--- src/rtl/adder32_sum_accumulator.sv ---
// Frame accumulator for adder sums: adds frame_len accepted sums into a wide
// register, then holds the frame total on a valid/ready output until taken.
//
// state | meaning
// ACCUM | accepting sums, building the frame total
// DONE  | frame total presented on acc_o, waiting for acc_ready_i
module adder32_sum_accumulator #(
    parameter int nb_bits   = 32,
    parameter int acc_bits  = 40,
    parameter int frame_len = 4,
    localparam int CW       = $clog2(frame_len + 1)
) (
    input  logic                clk_i,
    input  logic                rst_ni,
    input  logic [nb_bits:0]    sum_i,
    input  logic                sum_valid_i,
    output logic                sum_ready_o,
    input  logic                clear_i,
    output logic [acc_bits-1:0] acc_o,
    output logic                acc_valid_o,
    input  logic                acc_ready_i,
    output logic                ovf_o,
    output logic [CW-1:0]       count_o
);

    typedef enum logic {
        ACCUM = 1'b0,
        DONE  = 1'b1
    } state_t;

    state_t              state_q, state_d;
    logic [acc_bits-1:0] acc_q, acc_d;
    logic [CW-1:0]       count_q, count_d;
    logic                ovf_q, ovf_d;

    logic                in_hs;
    logic [acc_bits:0]   acc_sum;

    // One extra bit captures the carry out of the accumulator's top bit.
    assign acc_sum = {1'b0, acc_q} + {{(acc_bits - nb_bits){1'b0}}, sum_i};
    assign in_hs   = sum_valid_i & sum_ready_o;

    always_ff @(posedge clk_i) begin
        if (!rst_ni) begin
            state_q <= ACCUM;
            acc_q   <= '0;
            count_q <= '0;
            ovf_q   <= 1'b0;
        end else begin
            state_q <= state_d;
            acc_q   <= acc_d;
            count_q <= count_d;
            ovf_q   <= ovf_d;
        end
    end

    always_comb begin
        state_d = state_q;
        acc_d   = acc_q;
        count_d = count_q;
        ovf_d   = ovf_q;
        if (clear_i) begin
            state_d = ACCUM;
            acc_d   = '0;
            count_d = '0;
            ovf_d   = 1'b0;
        end else begin
            case (state_q)
                ACCUM: begin
                    if (in_hs) begin
                        acc_d   = acc_sum[acc_bits-1:0];
                        count_d = count_q + CW'(1);
                        if (acc_sum[acc_bits]) begin
                            ovf_d = 1'b1;
                        end
                        if (count_q == CW'(frame_len - 1)) begin
                            state_d = DONE;
                        end
                    end
                end
                DONE: begin
                    // No bypass into the next frame: restart happens on the following edge.
                    if (acc_ready_i) begin
                        state_d = ACCUM;
                        acc_d   = '0;
                        count_d = '0;
                        ovf_d   = 1'b0;
                    end
                end
                default: state_d = ACCUM;
            endcase
        end
    end

    always_comb begin
        sum_ready_o = (state_q == ACCUM) && !clear_i;
        acc_valid_o = (state_q == DONE);
    end

    assign acc_o   = acc_q;
    assign ovf_o   = ovf_q;
    assign count_o = count_q;

endmodule

--- config.mk ---
export PLATFORM = sky130hd
export DESIGN_NAME = adder32_sum_accumulator
export DESIGN_NICKNAME = d
export VERILOG_FILES = /design/src/rtl/adder32_sum_accumulator.sv
export SDC_FILE = /design/constraint.sdc
export NUM_CORES = 1
export LEC_CHECK = 0
export CORE_MARGIN = 3
export CORE_UTILIZATION = 55
export CTS_BUF_LIST = sky130_fd_sc_hd__clkbuf_4 sky130_fd_sc_hd__clkbuf_8
export CTS_CLUSTER_SIZE = 40
export DETAILED_ROUTE_END_ITERATION = 6
export GPL_ROUTABILITY_DRIVEN = 0
export PLACE_DENSITY = 0.95
export SLEW_MARGIN = 20
export SYNTH_ARGS = -nofsm -noshare
export SYNTH_HDL_FRONTEND = slang
export SYNTH_SLANG_ARGS = --single-unit
--- constraint.sdc ---
create_clock -name clk_i -period 4.5 [get_ports clk_i]
set_clock_uncertainty 0.05 [all_clocks]
set_input_delay 0.9 -clock clk_i [delete_from_list [all_inputs] [get_ports clk_i]]
set_output_delay 0.9 -clock clk_i [all_outputs]
set_load 0.01 [all_outputs]
==> reports/qor.csv <==
metric,value,unit
Core ar.,5956,µm²
io pins,84,
DR DRC count,0,
Die Area,7200,µm²
Max stage delay on crit path,0.42,ns
Fillers,486,
Setup CP Type,in2reg,
number of flops mapped to enable cells by yosys,0,
TNS Setup,0,ns
hold endpoint,acc_o[37],
worst setup path start,sum_i[0],
Post-synth ARST share,0,
Max Slew Vio Count,0,
PortBufs,83,
Cell variety after synth,49,
cell chain of the critical path,"clkdlybuf4s50_1, ha_1, fa_1, a21oi_1, o211a_1, o21ai_1, a211oi_1, o21ai_1, o21ai_2, o21ai_2, a31o_2, a21oi_1",
endpoint type of the worst setup path,register,
outcome,"finished, final reports clean",
CTS max path bufs,2,
unrepaired setup endpoints after global routing,false,
root buf cell,clkbuf_8,
die height,84.85,µm
first-pass GRT wire length,15.86,mm
total wire length,9.823,mm
endpoints failing setup,0,
Yosys reg bits,45,
Slew @ Worst Pin,0.7655,ns
CP arrival,3.88,ns
slowest cell on the critical path,fa_1,
Place WS,0.5493,ns
layout net count,562,
Core Rows,28,
largest net degree at the start of global routing,22,
VDD IR-drop max,0.1327,mV
CTS tree,built,
WP data required,4.69,ns
H-tree depth,2,
Final Hold Fails,0,
diode count,0,
Synth Cell Area,3420,µm²
final cell count without fillers,563,
cell count after placement,556,
R2R Path Start,acc_o[0],
Top Family by Delay on Critical Path,compound AO/OA/AOI/OAI gates,
worst r2r path cells,11,
ys flop type,dfxtp_1,
Syn. warnings,0,
post-DP HPWL,7.390,mm
Skew-Pair Late Insertion Delay,0.30,ns
sequential share of the synthesized area,0.2634,
via count,3595,
drt pass-1 iters,5,
pwr dens,207.2,nW/µm²
worst min-delay path category,reg2reg,
Starting Density,0.5742,
period utilisation layout,0.8197,
dpl cell area,4309,µm²
cell area after layout,4399,µm²
WL/cell,17.45,µm
share of cells above drive strength 1,0.05533,
post-cts sizing count,0,
1st-iter DRT viols,220,
reg2reg end,acc_o[34],
CP Max Fanout,7,
Startpoint Class,input pin,
initial antenna violation count,0,
setup bufs post-CTS,0,
Worst-path clk slew,0.08,ns
"Buf+Inv Stages, Crit Path",1,
min Tclk post-route,3.689,ns
Die W,84.85,µm
Mapped Cells,411,
vias in the first global route,3506,
CTS Buf Count,5,
leakage power,1.906,nW
"Avg Cell Area, Syn",8.320,µm²
maximum clock rate,271.1,MHz
Total GRT Usage,0.2649,
maxcap violations,0,
Mapped Nets,485,
Hold Crit Start,acc_o[37],
Final WS setup,0.8111,ns
post-route ant nets,0,
CTS sink count,45,
hold buffers post-CTS,0,
total gr overflow,0,
Rel. slew slack,0.4897,
internal reg-to-reg setup slack,1.51,ns
hold path depth,2,
Layout Area Growth over Synthesis,28.65,%
drt via density,6.385,
[how the worst max path moves through the flow]
stage                      endpoint  slack [ns]  depth (start not counted)
after floorplan           acc_o[34]        1.28                         11
after global placement    acc_o[34]        0.65                         12
after detailed placement  acc_o[34]        0.55                         12
after CTS                 acc_o[34]        0.83                         12
after global routing      acc_o[35]        0.61                         10
final                     acc_o[34]        0.81                         12
[area by class of cell]
class / instances / area [µm²] / area share
multi-input cells: 340 / 2420 / 0.5501
flip-flops and latches: 45 / 900.9 / 0.2048
repair buffers: 87 / 860.8 / 0.1957
well taps: 75 / 93.84 / 0.02133
clock buffers: 7 / 90.09 / 0.02048
inverters: 9 / 33.78 / 0.007679
[placed cells by master, fill, tap and decap left out, types with 13 or more instances in the layout]
| master | count |
|---|---|
| ha_1 | 35 |
| xnor2_1 | 21 |
| nand2_1 | 27 |
| a21o_1 | 21 |
| a22o_1 | 20 |
| clkdlybuf4s50_1 | 83 |
| nor2_1 | 39 |
| dfxtp_1 | 45 |
| a22oi_1 | 13 |
| a21oi_1 | 41 |
| o21ai_0 | 19 |
[report_power, final]
part	internal [mW]	switching [mW]	leakage, nW
clock	0.128	0.140	0.0477
combinational	0.109	0.120	1.49
sequential	0.406	0.00772	0.364
total	0.643	0.268	1.91
[state kept, by name, indices dropped and copies added (netlist names)]
signal and cells:
acc_o 40, acc_valid_o 1, count_o 3, ovf_o 1
[logic make-up after synthesis]
kind of cell | share of synthesized area
compound gates | 0.3385
xor+xnor | 0.07940
fa+ha+maj | 0.1339
buf+inv | 0.02890
flops | 0.2634
mux | 0.006220
simple gates | 0.1497
[routing by layer]
layer,part of all wire,track usage
met5,0,0
met4,0.030,0.1050
met3,0.072,0.04175
met2,0.48,0.4698
met1,0.42,0.3195
[worst register-to-register path, cell delays in order (launching register included)]
cell      delay [ns]
dfxtp_1         0.34
ha_1            0.21
fa_1            0.42
a21oi_1         0.19
o211a_1         0.20
o21ai_1         0.12
a211oi_1        0.37
o21ai_1         0.23
o21ai_2         0.28
o21ai_2         0.15
a31o_2          0.27
a21oi_1         0.10
[through the flow]
step / hold WS, ns / utilization / power (mW)
6_report: 0.4519 / 0.7387 / 0.9113
3_3_place_gp: 0.4218 / 0.7235 / 0.6379
2_1_floorplan: 0.4476 / - / 0.5610
5_1_grt: 0.4690 / 0.7387 / 0.9547
3_5_place_dp: 0.4165 / 0.7235 / 0.6468
4_1_cts: 0.4522 / 0.7387 / 0.9109
[synth_stat cells, types with 2 or more instances]
library cell / number / area share
a31o_2: 5 / 0.013
a22o_1: 20 / 0.051
o21ai_1: 2 / 0.0029
o21bai_1: 3 / 0.0066
a41o_1: 2 / 0.0059
nand4_1: 7 / 0.013
nand3_1: 10 / 0.015
nand2_1: 27 / 0.030
o21ai_0: 19 / 0.028
o21a_1: 4 / 0.0088
xor2_1: 10 / 0.026
a211oi_1: 6 / 0.013
a2111oi_2: 2 / 0.0088
a32o_1: 2 / 0.0059
clkbuf_1: 16 / 0.018
inv_1: 9 / 0.0099
and3_1: 7 / 0.013
dfxtp_1: 45 / 0.26
a31oi_1: 8 / 0.015
a22oi_1: 13 / 0.029
o211a_1: 3 / 0.0088
nor2b_1: 4 / 0.0073
nand2b_1: 4 / 0.0073
or3_1: 3 / 0.0055
xnor2_1: 21 / 0.054
ha_1: 35 / 0.13
a21o_1: 21 / 0.046
o21ai_2: 2 / 0.0051
o211ai_1: 3 / 0.0066
nor2_1: 39 / 0.043
a21oi_1: 41 / 0.060
(Power assumes the default switching activity.)
